**config.mk**
```make
export PLATFORM = sky130hd
export DESIGN_NAME = edge_centroid
export DESIGN_NICKNAME = d
export VERILOG_FILES = /design/src/rtl/edge_pkg.sv /design/src/rtl/edge_divider.sv /design/src/rtl/edge_centroid.sv
export SDC_FILE = /design/constraint.sdc
export NUM_CORES = 1
export LEC_CHECK = 0
export CAP_MARGIN = 0
export CELL_PAD_IN_SITES_DETAIL_PLACEMENT = 0
export CELL_PAD_IN_SITES_GLOBAL_PLACEMENT = 2
export CORE_MARGIN = 2
export CORE_UTILIZATION = 38
export DETAILED_ROUTE_END_ITERATION = 6
export DONT_BUFFER_PORTS = 1
export PLACE_DENSITY = 0.77
export SLEW_MARGIN = 20
export SYNTH_ARGS = -nofsm -noshare
export SYNTH_HDL_FRONTEND = slang
export SYNTH_SLANG_ARGS = --single-unit
```
**constraint.sdc**
```tcl
create_clock -name clk -period 2.8 [get_ports clk]
set_input_delay 0.28 -clock clk [delete_from_list [all_inputs] [get_ports clk]]
set_output_delay 0.28 -clock clk [all_outputs]
set_load 0.05 [all_outputs]
```
**src/rtl/edge_pkg.sv**
```systemverilog
// ---------------------------------------------------------------------------
// edge_pkg
// Shared constants and types for the edge-centroid reduction block.
//   WIDTH, HEIGHT  default frame geometry (pixels)
//   PIXELS         default frame size, WIDTH*HEIGHT
//   ADDR_W         edge BRAM address width
//   SUM_W          coordinate-sum accumulator width (639*307200 fits)
//   COUNT_W        edge-pixel counter width
//   X_W, Y_W       column / row coordinate widths
//   state_t        scan controller states
//   tag_t          coordinate tag travelling alongside a BRAM read
// ---------------------------------------------------------------------------
package edge_pkg;

    localparam int WIDTH   = 640;
    localparam int HEIGHT  = 480;
    localparam int PIXELS  = WIDTH * HEIGHT;
    localparam int ADDR_W  = 19;
    localparam int SUM_W   = 28;
    localparam int COUNT_W = 19;
    localparam int X_W     = 10;
    localparam int Y_W     = 9;

    typedef enum logic [2:0] {
        ST_IDLE,
        ST_SCAN,
        ST_DRAIN,
        ST_DIV_X,
        ST_DIV_Y,
        ST_DONE
    } state_t;

    // Pixel coordinate of an outstanding read; valid marks a real scan sample.
    typedef struct packed {
        logic           valid;
        logic [X_W-1:0] x;
        logic [Y_W-1:0] y;
    } tag_t;

endpackage

```
**src/rtl/edge_divider.sv**
```systemverilog
// ---------------------------------------------------------------------------
// edge_divider
// Restoring unsigned divider, SUM_W-bit dividend by COUNT_W-bit divisor,
// one quotient bit per cycle, truncating quotient.
//   clk, rst_n  clock, asynchronous active-low reset
//   start       one-cycle pulse: load operands and begin
//   abort       drop any division in progress (no done pulse)
//   dividend    numerator, sampled on start
//   divisor     denominator, sampled on start; must be non-zero
//   quotient    floor(dividend / divisor), valid while done is high
//   done        one-cycle pulse, SUM_W+1 cycles after start
// ---------------------------------------------------------------------------
module edge_divider
    import edge_pkg::*;
(
    input  logic               clk,
    input  logic               rst_n,
    input  logic               start,
    input  logic               abort,
    input  logic [SUM_W-1:0]   dividend,
    input  logic [COUNT_W-1:0] divisor,
    output logic [SUM_W-1:0]   quotient,
    output logic               done
);

    localparam int STEP_W = $clog2(SUM_W + 1);

    // The partial remainder is always below the divisor, so one extra bit
    // holds the shifted value and a second extra bit carries the borrow.
    logic [COUNT_W:0]   rem;
    logic [COUNT_W-1:0] dvsr;
    logic [STEP_W-1:0]  steps;
    logic               busy;
    logic [COUNT_W:0]   shifted;
    logic [COUNT_W+1:0] diff;

    always_comb begin
        shifted = {rem[COUNT_W-1:0], quotient[SUM_W-1]};
        diff    = {1'b0, shifted} - {2'b00, dvsr};
    end

    // The dividend register doubles as the quotient shift register: each
    // step consumes its MSB and shifts a quotient bit in at the LSB.
    always_ff @(posedge clk or negedge rst_n) begin
        if (!rst_n) begin
            rem      <= '0;
            dvsr     <= '0;
            steps    <= '0;
            busy     <= 1'b0;
            quotient <= '0;
            done     <= 1'b0;
        end else begin
            done <= 1'b0;
            if (abort) begin
                busy <= 1'b0;
            end else if (start) begin
                rem      <= '0;
                dvsr     <= divisor;
                quotient <= dividend;
                steps    <= STEP_W'(SUM_W);
                busy     <= 1'b1;
            end else if (busy) begin
                if (!diff[COUNT_W+1]) begin
                    rem      <= diff[COUNT_W:0];
                    quotient <= {quotient[SUM_W-2:0], 1'b1};
                end else begin
                    rem      <= shifted;
                    quotient <= {quotient[SUM_W-2:0], 1'b0};
                end
                steps <= steps - 1'b1;
                if (steps == STEP_W'(1)) begin
                    busy <= 1'b0;
                    done <= 1'b1;
                end
            end
        end
    end

endmodule

```
**src/rtl/edge_centroid.sv**
```systemverilog
// ---------------------------------------------------------------------------
// edge_centroid
// Scans every edge flag of a filled edge BRAM once and reduces the frame to
// an edge-pixel count, a bounding box and an integer centroid.
//   clk, rst_n        clock, asynchronous active-low reset
//   start             level: high requests a scan, low aborts / acknowledges
//   done              high in the result state while start is still high
//   edge_data         BRAM read data, bit 0 is the edge flag
//   edge_memory_addr  registered BRAM read address
//   edge_count        edge pixels found by the last completed scan
//   x_min/x_max       bounding-box columns
//   y_min/y_max       bounding-box rows
//   x_centroid        floor(sum_x / edge_count)
//   y_centroid        floor(sum_y / edge_count)
//   valid             last completed scan found at least one edge pixel
// Result outputs only change on entry to ST_DONE, so an aborted or partial
// scan is never visible downstream.
// ---------------------------------------------------------------------------
module edge_centroid #(
    parameter int WIDTH        = edge_pkg::WIDTH,
    parameter int HEIGHT       = edge_pkg::HEIGHT,
    parameter int READ_LATENCY = 2
) (
    input  logic                         clk,
    input  logic                         rst_n,
    input  logic                         start,
    output logic                         done,
    input  logic [3:0]                   edge_data,
    output logic [edge_pkg::ADDR_W-1:0]  edge_memory_addr,
    output logic [edge_pkg::COUNT_W-1:0] edge_count,
    output logic [edge_pkg::X_W-1:0]     x_min,
    output logic [edge_pkg::X_W-1:0]     x_max,
    output logic [edge_pkg::Y_W-1:0]     y_min,
    output logic [edge_pkg::Y_W-1:0]     y_max,
    output logic [edge_pkg::X_W-1:0]     x_centroid,
    output logic [edge_pkg::Y_W-1:0]     y_centroid,
    output logic                         valid
);

    localparam int ADDR_W  = edge_pkg::ADDR_W;
    localparam int SUM_W   = edge_pkg::SUM_W;
    localparam int COUNT_W = edge_pkg::COUNT_W;
    localparam int X_W     = edge_pkg::X_W;
    localparam int Y_W     = edge_pkg::Y_W;
    localparam int PIXELS  = WIDTH * HEIGHT;
    localparam int DRAIN_W = $clog2(READ_LATENCY + 1);

    edge_pkg::state_t state, state_next;

    logic [ADDR_W-1:0]  addr_q;
    logic [X_W-1:0]     x_cnt;
    logic [Y_W-1:0]     y_cnt;
    logic [DRAIN_W-1:0] drain_cnt;
    edge_pkg::tag_t     tag_in;
    edge_pkg::tag_t     pipe [READ_LATENCY];
    logic               sample_hit;

    logic [COUNT_W-1:0] acc_count;
    logic [SUM_W-1:0]   acc_sum_x;
    logic [SUM_W-1:0]   acc_sum_y;
    logic [X_W-1:0]     acc_x_min, acc_x_max;
    logic [Y_W-1:0]     acc_y_min, acc_y_max;

    logic               launched;
    logic [X_W-1:0]     qx;
    logic               commit;
    logic               div_start;
    logic [SUM_W-1:0]   div_dividend;
    logic [SUM_W-1:0]   div_quotient;
    logic               div_done;
    logic               unused_bits;

    logic scan_last, drain_last;
    assign scan_last  = (addr_q == ADDR_W'(PIXELS - 1));
    assign drain_last = (drain_cnt == DRAIN_W'(READ_LATENCY - 1));

    // ---------------------------------------------------------------- FSM
    // NOTE: sequential state is written with non-blocking assignments so
    // every register samples the pre-edge values of its neighbours.
    always_ff @(posedge clk or negedge rst_n) begin
        if (!rst_n) state <= edge_pkg::ST_IDLE;
        else        state <= state_next;
    end

    // NOTE: every output of this block gets a default before the case, so
    // no path leaves a signal unassigned and no latch is inferred.
    always_comb begin
        state_next   = state;
        div_start    = 1'b0;
        div_dividend = acc_sum_y;
        commit       = 1'b0;
        case (state)
            edge_pkg::ST_IDLE: begin
                if (start) state_next = edge_pkg::ST_SCAN;
            end
            edge_pkg::ST_SCAN: begin
                if (!start)         state_next = edge_pkg::ST_IDLE;
                else if (scan_last) state_next = edge_pkg::ST_DRAIN;
            end
            edge_pkg::ST_DRAIN: begin
                if (!start)          state_next = edge_pkg::ST_IDLE;
                else if (drain_last) state_next = edge_pkg::ST_DIV_X;
            end
            edge_pkg::ST_DIV_X: begin
                // Accumulators are final here; an empty frame skips both
                // divisions. The y division is launched in the same cycle
                // the x quotient comes back.
                if (!start) begin
                    state_next = edge_pkg::ST_IDLE;
                end else if (acc_count == '0) begin
                    state_next = edge_pkg::ST_DONE;
                    commit     = 1'b1;
                end else if (!launched) begin
                    div_start    = 1'b1;
                    div_dividend = acc_sum_x;
                end else if (div_done) begin
                    div_start  = 1'b1;
                    state_next = edge_pkg::ST_DIV_Y;
                end
            end
            edge_pkg::ST_DIV_Y: begin
                if (!start) begin
                    state_next = edge_pkg::ST_IDLE;
                end else if (div_done) begin
                    state_next = edge_pkg::ST_DONE;
                    commit     = 1'b1;
                end
            end
            edge_pkg::ST_DONE: begin
                if (!start) state_next = edge_pkg::ST_IDLE;
            end
            default: state_next = edge_pkg::ST_IDLE;
        endcase
    end

    assign done = (state == edge_pkg::ST_DONE);

    // ------------------------------------------------- address generator
    // Address and coordinates advance only while the scan continues; any
    // other case (idle, abort, end of frame) parks them at zero.
    always_ff @(posedge clk or negedge rst_n) begin
        if (!rst_n) begin
            addr_q <= '0;
            x_cnt  <= '0;
            y_cnt  <= '0;
        end else if (state == edge_pkg::ST_SCAN && state_next == edge_pkg::ST_SCAN) begin
            addr_q <= addr_q + 1'b1;
            if (x_cnt == X_W'(WIDTH - 1)) begin
                x_cnt <= '0;
                y_cnt <= y_cnt + 1'b1;
            end else begin
                x_cnt <= x_cnt + 1'b1;
            end
        end else begin
            addr_q <= '0;
            x_cnt  <= '0;
            y_cnt  <= '0;
        end
    end

    assign edge_memory_addr = addr_q;

    always_ff @(posedge clk or negedge rst_n) begin
        if (!rst_n)                          drain_cnt <= '0;
        else if (state == edge_pkg::ST_DRAIN) drain_cnt <= drain_cnt + 1'b1;
        else                                 drain_cnt <= '0;
    end

    // ------------------------------------------------- alignment delay line
    // A sample issued in the cycle that sees start low belongs to an aborted
    // scan, so it is never marked valid.
    always_comb begin
        tag_in.valid = (state == edge_pkg::ST_SCAN) && start;
        tag_in.x     = x_cnt;
        tag_in.y     = y_cnt;
    end

    // NOTE: the delay line is a handful of flops, not a RAM, so it is reset
    // along with everything else; only the external BRAM is left unreset.
    always_ff @(posedge clk or negedge rst_n) begin
        if (!rst_n) begin
            for (int i = 0; i < READ_LATENCY; i++) pipe[i] <= '0;
        end else begin
            pipe[0] <= tag_in;
            for (int i = 1; i < READ_LATENCY; i++) pipe[i] <= pipe[i-1];
            // Flush stale tags so a quick restart cannot pick up leftovers.
            if (state == edge_pkg::ST_IDLE) begin
                for (int i = 0; i < READ_LATENCY; i++) pipe[i].valid <= 1'b0;
            end
        end
    end

    assign sample_hit = pipe[READ_LATENCY-1].valid && edge_data[0] &&
                        (state == edge_pkg::ST_SCAN || state == edge_pkg::ST_DRAIN);

    // ------------------------------------------------- accumulators
    always_ff @(posedge clk or negedge rst_n) begin
        if (!rst_n) begin
            acc_count <= '0;
            acc_sum_x <= '0;
            acc_sum_y <= '0;
            acc_x_min <= '0;
            acc_x_max <= '0;
            acc_y_min <= '0;
            acc_y_max <= '0;
        end else if (state == edge_pkg::ST_IDLE) begin
            acc_count <= '0;
            acc_sum_x <= '0;
            acc_sum_y <= '0;
            acc_x_min <= '0;
            acc_x_max <= '0;
            acc_y_min <= '0;
            acc_y_max <= '0;
        end else if (sample_hit) begin
            acc_count <= acc_count + 1'b1;
            acc_sum_x <= acc_sum_x + SUM_W'(pipe[READ_LATENCY-1].x);
            acc_sum_y <= acc_sum_y + SUM_W'(pipe[READ_LATENCY-1].y);
            // The first edge pixel seeds both ends of the bounding box.
            if (acc_count == '0) begin
                acc_x_min <= pipe[READ_LATENCY-1].x;
                acc_x_max <= pipe[READ_LATENCY-1].x;
                acc_y_min <= pipe[READ_LATENCY-1].y;
                acc_y_max <= pipe[READ_LATENCY-1].y;
            end else begin
                if (pipe[READ_LATENCY-1].x < acc_x_min) acc_x_min <= pipe[READ_LATENCY-1].x;
                if (pipe[READ_LATENCY-1].x > acc_x_max) acc_x_max <= pipe[READ_LATENCY-1].x;
                if (pipe[READ_LATENCY-1].y < acc_y_min) acc_y_min <= pipe[READ_LATENCY-1].y;
                if (pipe[READ_LATENCY-1].y > acc_y_max) acc_y_max <= pipe[READ_LATENCY-1].y;
            end
        end
    end

    // ------------------------------------------------- divider
    edge_divider u_divider (
        .clk      (clk),
        .rst_n    (rst_n),
        .start    (div_start),
        .abort    (state == edge_pkg::ST_IDLE),
        .dividend (div_dividend),
        .divisor  (acc_count),
        .quotient (div_quotient),
        .done     (div_done)
    );

    // launched marks that the x division has been kicked off in this visit.
    always_ff @(posedge clk or negedge rst_n) begin
        if (!rst_n) begin
            launched <= 1'b0;
            qx       <= '0;
        end else begin
            launched <= (state == edge_pkg::ST_DIV_X);
            if (state == edge_pkg::ST_DIV_X && div_done) qx <= div_quotient[X_W-1:0];
        end
    end

    // A centroid never exceeds the frame, so only the low quotient bits matter.
    assign unused_bits = ^{edge_data[3:1], div_quotient[SUM_W-1:X_W]};

    // ------------------------------------------------- result commit
    always_ff @(posedge clk or negedge rst_n) begin
        if (!rst_n) begin
            edge_count <= '0;
            x_min      <= '0;
            x_max      <= '0;
            y_min      <= '0;
            y_max      <= '0;
            x_centroid <= '0;
            y_centroid <= '0;
            valid      <= 1'b0;
        end else if (commit) begin
            edge_count <= acc_count;
            valid      <= (acc_count != '0);
            if (acc_count == '0) begin
                x_min      <= '0;
                x_max      <= '0;
                y_min      <= '0;
                y_max      <= '0;
                x_centroid <= '0;
                y_centroid <= '0;
            end else begin
                x_min      <= acc_x_min;
                x_max      <= acc_x_max;
                y_min      <= acc_y_min;
                y_max      <= acc_y_max;
                x_centroid <= qx;
                y_centroid <= div_quotient[Y_W-1:0];
            end
        end
    end

endmodule

```
# Word level (Yosys, flattened, before mapping)
# Index checks and enable logic that the tools add are counted.
# Widths: inputs -> output; s select.
# word_totals
reg_bits,357
input_bits,7
out_inout_bits,97
word_cells,158
# classes
add_sub_neg,9
n_lt_le_gt_ge,4
eq_ne,11
mux,78
bitwise_logic,1
n_reduce_logical,21
# op_table
operator,n
$mux 28,10
$mux 10,13
$mux 9,13
$mux 19,6
$add 19x1->19 const B,2
$mux 3,12
$add 28x10->28,1
$add 28x9->28,1
$sub 20x19->21,1
$eq 19x19->1 const B,1
$logic_not 19->1,1
$mux 1,19
$reduce_bool 19->1,1
$pmux 3 s6,1
$reduce_and 2->1,6
$reduce_bool 3->1,4
$add 10x1->10 const B,1
$eq 10x10->1 const B,1
$gt 10x10->1,1
$lt 10x10->1,1
$mux 5,2
$add 9x1->9 const B,1
$gt 9x9->1,1
$lt 9x9->1,1
other kinds (15),23

# Longest topological paths before layout
# logic_depth
depth_word,8
depth_mapped,12
depth_no_buf,10

# Modules after synthesis
# From an unflattened synthesis, not the netlist that was laid out.
# hier_totals
cells_unflattened,1775
area_unflattened_um2,17944.7
# modules_own_cells
module,instances,cells_each,area_per_inst_um2,seq_area_each_um2
edge_centroid,1,1321,13755.7,7106.8
edge_divider,1,454,4189.0,1826.8

# Least setup slack after synthesis
# Ideal clock, no wire load.
# synth_path
path_type,reg2reg
startpoint,register u_divider.rem[10]
endpoint,register u_divider.rem[14]
setup_time_ns,0.094
t_arrival_ns,2.507
required_time_ns,2.706
slack_ns,0.199
stages_incl_launch_ff,12
path_buffers,3
synth_period_minus_slack_ns,2.601
path_cell_list,dfrtp_1 ha_1 buf_2 a21o_1 a31o_2 a2111oi_2 o21ai_1 and2_1 buf_4 buf_6 mux2i_1 a211oi_1
# synth_between
elab_chain_len,4
# synth_rtl
item,line_no,source
start: declaration,edge_divider.sv:30,logic [COUNT_W:0] rem;
start signal: assignment,edge_divider.sv:64,rem <= diff[COUNT_W:0];
start signal: assignment,edge_divider.sv:67,rem <= shifted;
$sub 20x19->21,edge_divider.sv:39,"diff = {1'b0, shifted} - {2'b00, dvsr};"
$mux 19,edge_divider.sv:63,if (!diff[COUNT_W+1]) begin
$mux 19,edge_divider.sv:62,end else if (busy) begin
$mux 19,edge_divider.sv:56,end else if (start) begin
# No other way between the ends. The select of a mux whose other input is x is not followed.
# A chain may end at the register's enable or synchronous reset.

# Worst setup path after layout
# layout_path
startpoint,register acc_count[1]
endpoint,register acc_y_max[4]
# layout_between
elab_chain_len,4
elab_cells_between_ends,6
classes_between,3 x mux; 3 x reduce/logical
# layout_rtl
item,line_no,source
start: declaration,edge_centroid.sv:58,logic [COUNT_W-1:0] acc_count;
start signal: assignment,edge_centroid.sv:215,acc_count <= acc_count + 1'b1;
$logic_not 19->1 (*),edge_centroid.sv:219,if (acc_count == '0) begin
$mux 9,edge_centroid.sv:219,
$mux 9,edge_centroid.sv:214,end else if (sample_hit) begin
$mux 9,edge_centroid.sv:206,end else if (state == edge_pkg::ST_IDLE) begin
end signal: assignment,edge_centroid.sv:223,acc_y_max <= pipe[READ_LATENCY-1].y;
end signal: assignment,edge_centroid.sv:228,if (pipe[READ_LATENCY-1].y > acc_y_max) acc_y_max <= pipe[READ_LATENCY-1].y;
end: declaration,edge_centroid.sv:62,"logic [Y_W-1:0] acc_y_min, acc_y_max;"
# Mark *: on every way between the ends. The rest lies on a longest branch, timed or not. The select of a mux whose other input is x is not followed.

==> flow_summary.json <==
{
  "outcome": "finished, violations left",
  "failed_checks": "negative hold slack",
  "worst_slew_pin_slew_ns": 0.834,
  "r2r_end": "acc_y_max[4]",
  "overflow": 0,
  "cts_made_buffers": 42,
  "syn_area_per_cell_um2": 10.1,
  "io_buffers": 0,
  "r2r_slack_ns": 0.16,
  "synthCells": 1744,
  "hold_slack_ns": -0.585,
  "syn-cell-area_mm2": 0.0176,
  "grt_use_total": 0.187,
  "r2r-start": "acc_count[1]",
  "crit_chain": "inv_1 > ha_1 > nor4b_1 > nand2_1 > or3_1 > buf_4 > a31oi_2 > buf_4 > mux2_2",
  "dp_hpwl_um": 29900,
  "dieArea_mm2": 0.0481,
  "finalNetCount": 1869,
  "postCtsSetupBuffers": 0,
  "die_x_um": 219,
  "rows": 78,
  "critical_path_buf_inv_count": 3,
  "ant_nets": 0,
  "boundaryPins": 104,
  "cp_max_fo": 26,
  "fin_setup_tns_ns": 0,
  "period_minus_slack_ns": 2.64,
  "fmax_mhz": 379,
  "ff2ff_path_depth": 9,
  "p_leak_uw": 0.00880,
  "globalplace.congestion": 0.823,
  "cts_sinks": 357,
  "grt_first_pass_wirelength_um": 70900,
  "slew_violations": 0,
  "start_util": 0.386,
  "rsz0062_at_grt": "no",
  "cts_tree": "yes",
  "clkTransAtPathRegs_ns": 0.06,
  "pre_cts_slack_ns": 0.104,
  "fillCellCount": 4387,
  "drt-pass1-iter-count": 5,
  "htree_num_levels": 2,
  "startpoint_type": "register",
  "end_kind": "register",
  "cp_slowest_cell": "or3_1",
  "hold_path_class": "input pin to async pin",
  "layout-drive-gt1-share": 0.113,
  "vias_per_cell": 5.27,
  "grt_max_degree": 358,
  "synth_flop_cell": "dfrtp_1",
  "wirelength_um": 43500,
  "diodes": 0,
  "num_vias": 12700,
  "required_ns": 3.25,
  "path_depth": 9,
  "core_area_mm2": 0.0456,
  "hold_viol": 357,
  "drc_errors": 0,
  "crit_family": "simple AND/OR/NAND/NOR gates",
  "synth-async-reset-ratio": 1.00,
  "arrival_ns": 3.08,
  "critPathMostFrequentCell": "buf_4",
  "hold_buffers": 1,
  "wl_per_cell_um": 18.1,
  "crit_start": "acc_count[1]",
  "peakVddDrop_v": 0.000365,
  "drv_cap": 0,
  "fp.dieH_um": 219,
  "grt_pass1_vias": 12700,
  "syn2layout_area_growth_pct": 13.9,
  "clk-insertion-delay-late_ns": 0.57,
  "antenna_found_initial": 2,
  "crit_type": "register to register",
  "synth_seq_area_share": 0.507,
  "drt-initial-drc-count": 895,
  "crit_end": "acc_y_max[4]",
  "synth_edf_count": 0,
  "ys_types": 70,
  "root_buffer": "clkbuf_16",
  "ys_seq_elements": 357,
  "clockBufferDepth": 3,
  "layout_setup_ws_ns": 0.165,
  "yosysWarningCount": 0,
  "power-per-cell-area_mw_per_mm2": 573,
  "finalClockSkew_ns": 0.0269,
  "cp_slowest_stage_delay_ns": 0.43,
  "syn_nets": 1836,
  "setup_viol": 0,
  "relSlewSlack": 0.444,
  "fin_crit_sh": 0.941
}
per-stage QoR:
stage	power (uW)	util	area [um^2]	hold WS (ns)	std cells
2_1_floorplan	5830	-	17600	-0.0156	1744
3_3_place_gp	6080	0.409	18600	-0.00515	2332
3_5_place_dp	6090	0.409	18600	-0.00278	2332
4_1_cts	11700	0.439	20000	-0.620	2409
5_1_grt	12000	0.440	20100	-0.622	2409
6_report	11500	0.440	20100	-0.585	2409
cell type report:
| class | count | area, um^2 | share of cell area |
|---|---|---|---|
| inverter | 86 | 323 | 0.0161 |
| multi-input combinational | 1217 | 8040 | 0.401 |
| clock buffer | 63 | 1230 | 0.0614 |
| timing repair buffer | 73 | 626 | 0.0312 |
| sequential | 357 | 8930 | 0.446 |
| clock inverter | 13 | 149 | 0.00743 |
| tap | 600 | 751 | 0.0374 |
sequential cells by signal, summed over array words and instances, names as in the netlist, 19 cells and up:
signal	flops
u_divider.rem	19
pipe	40
u_divider.quotient	28
u_divider.dvsr	19
acc_sum_x	28
acc_sum_y	28
acc_count	19
edge_memory_addr	19
edge_count	19
worst min-delay path by stage:
stage               startpoint  slack (ns)      endpoint  depth (start not counted)
finish                   rst_n       -0.59      y_min[7]                          0
global route             rst_n       -0.62      y_max[6]                          0
CTS                      rst_n       -0.62      y_min[7]                          0
detailed placement       rst_n      -0.003      y_min[7]                          0
global placement         rst_n      -0.005      y_min[7]                          0
floorplan                rst_n       -0.02  acc_count[0]                          0
layout by cell type (no fill, tap or decap), drive strengths merged, types with 12 or more instances in the layout:
cell and count:
nand2 213, nand3 62, xnor2 62, or3 13, o21ai 143, nand2b 15, buf 72, ha 82
a21o 13, o31ai 41, and3 16, and2 13, nor3 21, mux2 46, o221ai 27, inv 87
nor2 139, a211oi 21, clkbuf 63, nor2b 12, dfrtp 357, mux2i 50, nand4 18, xor2 45
a21oi 73
cells by family after synthesis:
group / after synthesis / synth area share
buf+inv: 170 / 0.0387
fa+ha+maj: 86 / 0.0623
mux: 96 / 0.0581
simple gates: 553 / 0.145
xor+xnor: 107 / 0.0532
flops: 357 / 0.507
compound gates: 375 / 0.135
cells in the mapped netlist (3+ instances only):
cell type,n,share of area
o21a_1,8,0.0034
dfrtp_1,357,0.51
mux2_2,39,0.025
or4_1,4,0.0017
a21o_1,13,0.0055
nor3_1,19,0.0054
nor2b_1,12,0.0043
mux2_1,6,0.0038
nand4_1,18,0.0064
nand2b_1,15,0.0053
nor4_1,8,0.0028
o211ai_1,8,0.0034
and2_1,13,0.0046
nand3_1,62,0.018
o21ai_1,4,0.0011
fa_1,3,0.0034
or2_2,5,0.0018
a211oi_1,21,0.0090
nand2_1,212,0.045
and4_1,3,0.0015
o221ai_1,27,0.013
buf_1,6,0.0013
or3_1,13,0.0046
inv_1,86,0.018
xnor2_1,62,0.031
and3_1,16,0.0057
mux2i_1,50,0.028
xor2_1,45,0.022
ha_1,82,0.058
a32o_1,9,0.0051
a41oi_1,5,0.0025
a31oi_1,3,0.0011
clkbuf_1,65,0.014
nor2_1,137,0.029
o31ai_1,41,0.017
buf_6,4,0.0026
a21oi_1,72,0.020
nor4b_1,3,0.0015
o21ai_0,139,0.040
buf_2,8,0.0023
power by group:
part	leakage (uW)	total, uW	internal [uW]	switching (uW)
Combinational	0.00346	743	240	503
Clock	0.000676	5500	3310	2190
Sequential	0.00467	5250	5210	42.4
Total	0.00880	11500	8760	2730
per-layer routing:
metal  GRT usage  up-vias  wire, um
met5           0        -         0
met4      0.0534        0      1040
met3      0.0356       66      1990
met2       0.293      217     19500
met1       0.264     6225     21000
li1            -     6184         -
what timing repair did:
action | 4_1_cts | 5_1_grt
endpoints found under the setup margin | 0 | 11
resized for setup | 0 | 6
hold endpoints to repair | 361 | 357
Note: power is estimated with default switching activity, not from simulation.
